$ cat config.mk
export PLATFORM = sky130hd
export DESIGN_NAME = ram_if_responder
export DESIGN_NICKNAME = d
export VERILOG_FILES = /design/src/rtl/ram_if_responder.sv
export SDC_FILE = /design/constraint.sdc
export NUM_CORES = 1
export LEC_CHECK = 0
export ABC_CLOCK_PERIOD_IN_PS = 2100
export CORE_MARGIN = 8
export CORE_UTILIZATION = 45
export CTS_BUF_LIST = sky130_fd_sc_hd__clkbuf_2
export CTS_CLUSTER_SIZE = 30
export DETAILED_ROUTE_END_ITERATION = 10
export HOLD_SLACK_MARGIN = 0.12
export PLACE_DENSITY = 0.75
export SLEW_MARGIN = 40
export SYNTH_ARGS = -nofsm -noshare
export SYNTH_HDL_FRONTEND = slang
export SYNTH_SLANG_ARGS = --single-unit
$ cat constraint.sdc
create_clock -name CLK -period 2.1 [get_ports CLK]
set_input_delay 0.63 -clock CLK [delete_from_list [all_inputs] [get_ports CLK]]
set_output_delay 0.63 -clock CLK [all_outputs]
set_load 0.02 [all_outputs]
$ cat src/rtl/ram_if_responder.sv
// Memory-side responder for the cartridge RAM_IF port. Turns level-style OE_n/WE_n
// requests into single req/ack commands on a 16-bit memory port. Throttles the host
// with WAIT_n and schedules refresh from the host hint and from an interval timer.
module ram_if_responder #(
  parameter int unsigned REFRESH_INTERVAL = 1024
) (
  input  logic        CLK,
  input  logic        RESET,
  input  logic [23:0] RAM_ADDR,
  input  logic [15:0] RAM_DIN,
  input  logic        RAM_DIN_SIZE,
  input  logic        RAM_OE_n,
  input  logic        RAM_WE_n,
  input  logic        RAM_RFSH_n,
  output logic [15:0] RAM_DOUT,
  output logic        RAM_WAIT_n,
  output logic        MEM_REQ,
  output logic        MEM_WE,
  output logic        MEM_REF,
  output logic [22:0] MEM_ADDR,
  output logic [15:0] MEM_WDATA,
  output logic [1:0]  MEM_BE,
  input  logic        MEM_ACK,
  input  logic [15:0] MEM_RDATA
);

  localparam int unsigned CntW = (REFRESH_INTERVAL > 2) ? $clog2(REFRESH_INTERVAL) : 1;
  localparam logic [CntW-1:0] CntMax =
    (REFRESH_INTERVAL == 0) ? '0 : CntW'(REFRESH_INTERVAL - 1);

  typedef enum logic [1:0] {StIdle, StAccess, StRefresh} state_e;

  state_e state_q, state_d;

  logic oe_q, oe_prev_q, we_q, we_prev_q, rfsh_q, rfsh_prev_q;
  logic rd_pend_q, rd_pend_d, wr_pend_q, wr_pend_d, ref_pend_q, ref_pend_d;
  logic [23:0] acc_addr_q, acc_addr_d;
  logic [15:0] acc_din_q, acc_din_d;
  logic        acc_size_q, acc_size_d;
  logic [CntW-1:0] ref_cnt_q;

  logic rd_start, wr_start, rfsh_fall, acc_busy, rd_take, wr_take;
  logic timer_exp, ref_event, ack_acc, ack_ref, issue_acc, issue_ref;
  logic [15:0] cmd_wdata;
  logic [1:0]  cmd_be;

  // Edge detection on the registered strobes; one access at a time is accepted,
  // a simultaneous read and write start keeps only the write.
  always_comb begin
    rd_start  = oe_prev_q & ~oe_q;
    wr_start  = we_prev_q & ~we_q;
    rfsh_fall = rfsh_prev_q & ~rfsh_q;
    acc_busy  = rd_pend_q | wr_pend_q;
    wr_take   = wr_start & ~acc_busy;
    rd_take   = rd_start & ~wr_start & ~acc_busy;
    // While a refresh is already pending the saturated timer must not re-arm it.
    timer_exp = (REFRESH_INTERVAL != 0) && (ref_cnt_q == CntMax) && !ref_pend_q;
    ref_event = rfsh_fall | timer_exp;
    ack_acc   = (state_q == StAccess) & MEM_ACK;
    ack_ref   = (state_q == StRefresh) & MEM_ACK;
    RAM_WAIT_n = ~acc_busy;
  end

  // Pending flags and latched access fields; a new refresh event wins over a clear.
  always_comb begin
    rd_pend_d  = rd_pend_q;
    wr_pend_d  = wr_pend_q;
    ref_pend_d = ref_pend_q;
    acc_addr_d = acc_addr_q;
    acc_din_d  = acc_din_q;
    acc_size_d = acc_size_q;
    if (ack_acc) begin
      rd_pend_d = 1'b0;
      wr_pend_d = 1'b0;
    end
    if (wr_take) begin
      wr_pend_d = 1'b1;
    end else if (rd_take) begin
      rd_pend_d = 1'b1;
    end
    if (wr_take || rd_take) begin
      acc_addr_d = RAM_ADDR;
      acc_din_d  = RAM_DIN;
      acc_size_d = RAM_DIN_SIZE;
    end
    if (ack_ref) ref_pend_d = 1'b0;
    if (ref_event) ref_pend_d = 1'b1;
  end

  // Write data / byte-enable formatting for the command about to be issued.
  always_comb begin
    cmd_wdata = acc_size_d ? acc_din_d : {acc_din_d[7:0], acc_din_d[7:0]};
    cmd_be    = acc_size_d ? 2'b11 : (acc_addr_d[0] ? 2'b10 : 2'b01);
  end

  // Next-state logic; accesses always take priority over refresh when idle.
  always_comb begin
    state_d   = state_q;
    issue_acc = 1'b0;
    issue_ref = 1'b0;
    unique case (state_q)
      StIdle: begin
        if (rd_pend_q || wr_pend_q || rd_take || wr_take) begin
          state_d   = StAccess;
          issue_acc = 1'b1;
        end else if (ref_pend_q || ref_event) begin
          state_d   = StRefresh;
          issue_ref = 1'b1;
        end
      end
      StAccess: begin
        if (MEM_ACK) state_d = StIdle;
      end
      StRefresh: begin
        if (MEM_ACK) state_d = StIdle;
      end
      default: state_d = StIdle;
    endcase
  end

  // State, strobe history, pending flags and latched access fields.
  always_ff @(posedge CLK) begin
    if (RESET) begin
      state_q     <= StIdle;
      oe_q        <= 1'b1;
      oe_prev_q   <= 1'b1;
      we_q        <= 1'b1;
      we_prev_q   <= 1'b1;
      rfsh_q      <= 1'b1;
      rfsh_prev_q <= 1'b1;
      rd_pend_q   <= 1'b0;
      wr_pend_q   <= 1'b0;
      ref_pend_q  <= 1'b0;
      acc_addr_q  <= '0;
      acc_din_q   <= '0;
      acc_size_q  <= 1'b0;
    end else begin
      state_q     <= state_d;
      oe_q        <= RAM_OE_n;
      oe_prev_q   <= oe_q;
      we_q        <= RAM_WE_n;
      we_prev_q   <= we_q;
      rfsh_q      <= RAM_RFSH_n;
      rfsh_prev_q <= rfsh_q;
      rd_pend_q   <= rd_pend_d;
      wr_pend_q   <= wr_pend_d;
      ref_pend_q  <= ref_pend_d;
      acc_addr_q  <= acc_addr_d;
      acc_din_q   <= acc_din_d;
      acc_size_q  <= acc_size_d;
    end
  end

  // Refresh interval timer: saturates at expiry, restarts on refresh completion.
  always_ff @(posedge CLK) begin
    if (RESET || ack_ref) begin
      ref_cnt_q <= '0;
    end else if (ref_cnt_q != CntMax) begin
      ref_cnt_q <= ref_cnt_q + 1'b1;
    end
  end

  // Command register: fields load on issue and stay frozen until the ack cycle.
  always_ff @(posedge CLK) begin
    if (RESET) begin
      MEM_REQ   <= 1'b0;
      MEM_WE    <= 1'b0;
      MEM_REF   <= 1'b0;
      MEM_ADDR  <= '0;
      MEM_WDATA <= '0;
      MEM_BE    <= '0;
    end else if (issue_acc) begin
      MEM_REQ   <= 1'b1;
      MEM_WE    <= wr_pend_d;
      MEM_REF   <= 1'b0;
      MEM_ADDR  <= acc_addr_d[23:1];
      MEM_WDATA <= cmd_wdata;
      MEM_BE    <= cmd_be;
    end else if (issue_ref) begin
      MEM_REQ <= 1'b1;
      MEM_WE  <= 1'b0;
      MEM_REF <= 1'b1;
    end else if (ack_acc || ack_ref) begin
      MEM_REQ <= 1'b0;
    end
  end

  // Read data return; only a completed read updates the host data bus.
  always_ff @(posedge CLK) begin
    if (RESET) begin
      RAM_DOUT <= '0;
    end else if (ack_acc && rd_pend_q) begin
      if (acc_size_q) begin
        RAM_DOUT <= MEM_RDATA;
      end else begin
        RAM_DOUT <= {8'h00, acc_addr_q[0] ? MEM_RDATA[15:8] : MEM_RDATA[7:0]};
      end
    end
  end

endmodule

# --- Word level (Yosys, flattened, before mapping) ---
# Index checks and enable logic that the tools add are counted.
totals:
  register_bits: 122
  elab_cells: 89
classes:
  add_sub_neg: 1
  eq_ne: 6
  mux: 29
  bitwise_logic: 15
  n_reduce_logical: 17
ops:
  columns: ["cell", "count"]
  rows:
  - ["$mux W16", 3]
  - ["$mux W24", 1]
  - ["$mux W1", 18]
  - ["$add A10 B1 Y10 const B", 1]
  - ["$eq A10 B10 Y1 const B", 1]
  - ["$mux W2", 5]
  - ["$ne A10 B10 Y1 const B", 1]
  - ["$and A1 B1 Y1", 8]
  - ["$mux W8", 1]
  - ["$logic_or A1 B1 Y1", 7]
  - ["$not A1 Y1", 5]
  - ["$pmux W2 S2", 1]
  - ["$reduce_bool A2 Y1", 2]
  - ["$reduce_or A2 Y1", 2]
  - ["$ne A3 B3 Y1 const B", 1]
  - ["$reduce_bool A3 Y1", 1]
  - ["$eq A2 B1 Y1 const B", 1]
  - ["$eq A2 B2 Y1 const B", 1]
  - ["$logic_and A1 B1 Y1", 2]
  - ["$logic_not A2 Y1", 1]
  - ["$ne A2 B1 Y1 const B", 1]
  - ["$or A1 B1 Y1", 2]
  - ["$reduce_and A2 Y1", 1]
  - ["$logic_not A1 Y1", 1]

# --- Depth between registers and ports, before layout ---
depth:
  ltp_word: 11
  depth_mapped: 8

# --- Worst setup path after synthesis ---
# OpenSTA, ideal clock, no wires.
synth_timing:
  kind: "register to register"
  startpoint: "reg ref_cnt_q[0]"
  endpoint: "reg MEM_WE"
  t_arrival_ns: 1.493
  required_ns: 1.983
  setup_slack_ns: 0.490
  stages_incl_launch_ff: 6
  n_path_buf: 0
  synth_period_minus_slack_ns: 1.610
  cell_sequence: "dfxtp_1 -> ha_1 -> nand4_4 -> o311ai_4 -> o21ai_2 -> a32o_1"
synth_between:
  elab_chain_len: 8
synth_rtl:
  columns: ["element", "line", "rtl"]
  rows:
  - ["start: declaration", "40", "logic [CntW-1:0] ref_cnt_q;"]
  - ["start signal: assignment", "159", "ref_cnt_q <= ref_cnt_q + 1'b1;"]
  - ["$eq A10 B10 Y1", "57", "timer_exp = (REFRESH_INTERVAL != 0) && (ref_cnt_q == CntMax) && !ref_pend_q;"]
  - ["$logic_and A1 B1 Y1", "57", null]
  - ["$or A1 B1 Y1", "58", "ref_event = rfsh_fall | timer_exp;"]
  - ["$logic_or A1 B1 Y1", "106", "end else if (ref_pend_q || ref_event) begin"]
  - ["$mux W1", "106", null]
  - ["$mux W1", "103", "if (rd_pend_q || wr_pend_q || rd_take || wr_take) begin"]
  - ["$mux W1", "101", "unique case (state_q)"]
  - ["$reduce_bool A2 Y1 (no source line)", null, null]
  - ["end signal: assignment", "174", "MEM_WE <= wr_pend_d;"]
  - ["end: declaration", "18", "output logic MEM_WE,"]
# No other way between the ends.
# A chain may end at the register's enable or synchronous reset.

# --- Final worst setup path ---
layout_timing:
  startpoint: "reg MEM_ADDR[5]"
  endpoint: "out MEM_ADDR[5]"
layout_rtl:
  columns: ["element", "line", "rtl"]
  rows:
  - ["start: declaration", "20", "output logic [22:0] MEM_ADDR,"]
  - ["start signal: assignment", "176", "MEM_ADDR <= acc_addr_d[23:1];"]
# No word-level cell between the ends.

==> out/metrics.yaml <==
run_status:
  status: "finished, final reports clean"
die:
  die_w_um: 119.9
  start_util: 0.4543
  coreArea_um2: 10700
  io_pins: 124
  die_y_um: 119.9
  rows: 38
  die_area_um2: 14380
critical_path:
  crit_type: "reg -> out"
  critical_path.cell_chain: "dlygate4sd2_1"
  worst_ep_arrival_time_ps: 1360
  cp_top_family: "flip-flops"
  critPathCaptureType: "output pin"
  worst-path-buf-inv: 1
  start_kind: "flip-flop"
  max_stage_delay_ps: 380
  worst_ep_required_time_ps: 1470
  crit_fanout: 2
  crit_slowest_cell: "dfxtp_1"
cells_and_area:
  area_growth_pct: 31.69
  fin_area_um2: 6400
  nets: 702
  stdcell_count: 789
  drive_gt1_frac: 0.1420
  final_common_cell: "dfxtp_1"
  most-common-layout-cells: "121 x dfxtp_1, 61 x a21oi_1, 61 x clkdlybuf4s50_1"
  final_util: 0.5982
synth:
  syn-cell-area_um2: 4860
  synth_seq_area_share: 0.5026
  synth_compound_area_frac: 0.1753
  synth-simple-area-share: 0.1362
  synthFlopType: "dfxtp_1"
  synth.avg_cell_area_um2: 9.436
  yosysWarningCount: 0
  yosys_register_bits: 122
  muxShareOfSynthArea: 0.1215
  synth_cell_types: 51
  synthArstFlopShare: 0
  syn_inst: 515
  synth.net_count: 582
  synthAdderAreaFrac: 0.01030
  synth_xor_area_frac: 0.005407
  synth_edf_count: 0
  synth_top_family_by_area: "compound AO/OA/AOI/OAI gates"
place:
  placed_area_um2: 6221
  hpwl_um: 8818
  port-buffer-count: 123
  place_ws_ps: 146.3
  placedCellCount: 756
  gp_congestion: 0.7494
clock_network:
  cts_hold_buf: 0
  path_clk_slew_ps: 180
  htree_levels: 4
  worstSkewPairLatency_ps: 650
  clockRootBuffer: "clkbuf_2"
  tritoncts: "done"
  numCtsBuffers: 17
  max-clock-path-buffers: 2
  cts_sinks: 122
detailed_routing:
  drtIter0Drc: 337
  wire_per_inst_um: 15.86
  drtPass1Iterations: 4
  ant_nets: 0
  viasPerCell: 5.213
  drc: 0
  vias: 4113
  wirelength_um: 12510
timing:
  tightestPinTransition_ps: 456.5
  post-route-period-util: 0.9490
  rsz0062_at_grt: "no"
  finalMaxSlewViolations: 0
  setup_violations: 0
  timing.fmax_ghz: 0.5018
  setup-tns-final_ps: 0
  holdWs_ps: 399.7
  fin_skew_ps: 28.19
  maxSlewHeadroom: 0.6957
  layout_min_cycle_time_ps: 1993
  fin_ws_ps: 107.0
  hold_violations: 0
grt:
  grt_pass1_vias: 4075
  grt_pass1_wl_um: 20250
  antenna_found_initial: 1
  globalRoute.totalOverflow: 0
  grt_usage: 0.1749
  grt_max_degree: 67
power_and_ir_drop:
  power.leakage_nw: 2.713
  vdd_drop_max_mv: 0.4533
  power_mw: 5.805
  power_density_nw_per_um2: 907.0
job:
  drv_cap: 0
hold_path:
  hold_class: "in -> reg"
## routing by layer
metal  track usage  share of wire  routed length, um  up-vias
met4       0.06948          0.017                211        0
met2        0.2924           0.50               6218      112
met1        0.1970           0.41               5165     1918
met5             0              0                  0        -
met3       0.06764          0.073                917       16
li1              -              -                  -     2067
## repair_timing
item,4_1_cts,5_1_grt
resized for setup,64,67
pin swaps,0,0
buffers inserted,0,0
endpoints found under the setup margin,61,48
## power by group
group	internal (mW)	total, mW	switching, mW
registers	2.56	2.70	0.137
clock network	0.880	1.74	0.863
logic	0.568	1.36	0.792
total	4.01	5.80	1.79
## cells by family after synthesis
kind of cell,Yosys count
DFF,122
buffers and inverters,45
xor gates and xnor gates,3
and+or+nand+nor,143
muxes,58
AOI/OAI and AO/OA,140
adders and majority gates,4
## synth_stat cells, types with 3 or more instances
library cell,instances,area [um2]
dfxtp_1,122,2442
a21oi_1,61,305.3
nor2_1,54,202.7
mux2i_1,50,500.5
nand2_1,46,172.7
o21ai_0,32,160.2
o211ai_1,17,127.6
clkbuf_1,16,60.06
buf_2,13,65.06
a211oi_1,11,82.58
nand3_1,11,55.05
mux2_2,8,90.09
inv_1,7,26.28
or2_2,6,37.54
nor3_1,5,25.02
buf_4,4,30.03
ha_1,4,50.05
and3_1,3,18.77
nand2b_1,3,18.77
xor2_1,3,26.28
## flip-flops by register name, indices dropped and copies added (netlist names), 2 cells and up
signal / flops
MEM_ADDR: 23
MEM_BE: 2
MEM_WDATA: 16
RAM_DOUT: 16
acc_addr_q: 24
acc_din_q: 16
ref_cnt_q: 10
state_q: 2
## worst paths after layout
path         cells past startpoint  slack (ps)          end          from
max                              1         110  MEM_ADDR[5]   MEM_ADDR[5]
min                              3         400       MEM_WE         RESET
max reg2reg                      5         280       MEM_WE  ref_cnt_q[0]
min reg2reg                      2         470  RAM_DOUT[9]   RAM_DOUT[9]
## worst min-delay path, delay by kind of cell
family	cells	cell delay, ps
AOI/OAI and AO/OA	1	160
buffers and inverters	2	230
## area by class of cell
cell class,instances,area [um2]
Sequential cell,122,2444
Timing Repair Buffer,138,1261
Clock buffer,17,85.08
Multi-Input combinational cell,348,2197
Antenna cell,1,2.502
Fill cell,973,4298
Clock inverter,15,205.2
Tap cell,140,175.2
Inverter,8,30.03
No activity file was read; power rests on OpenSTA's default activity.
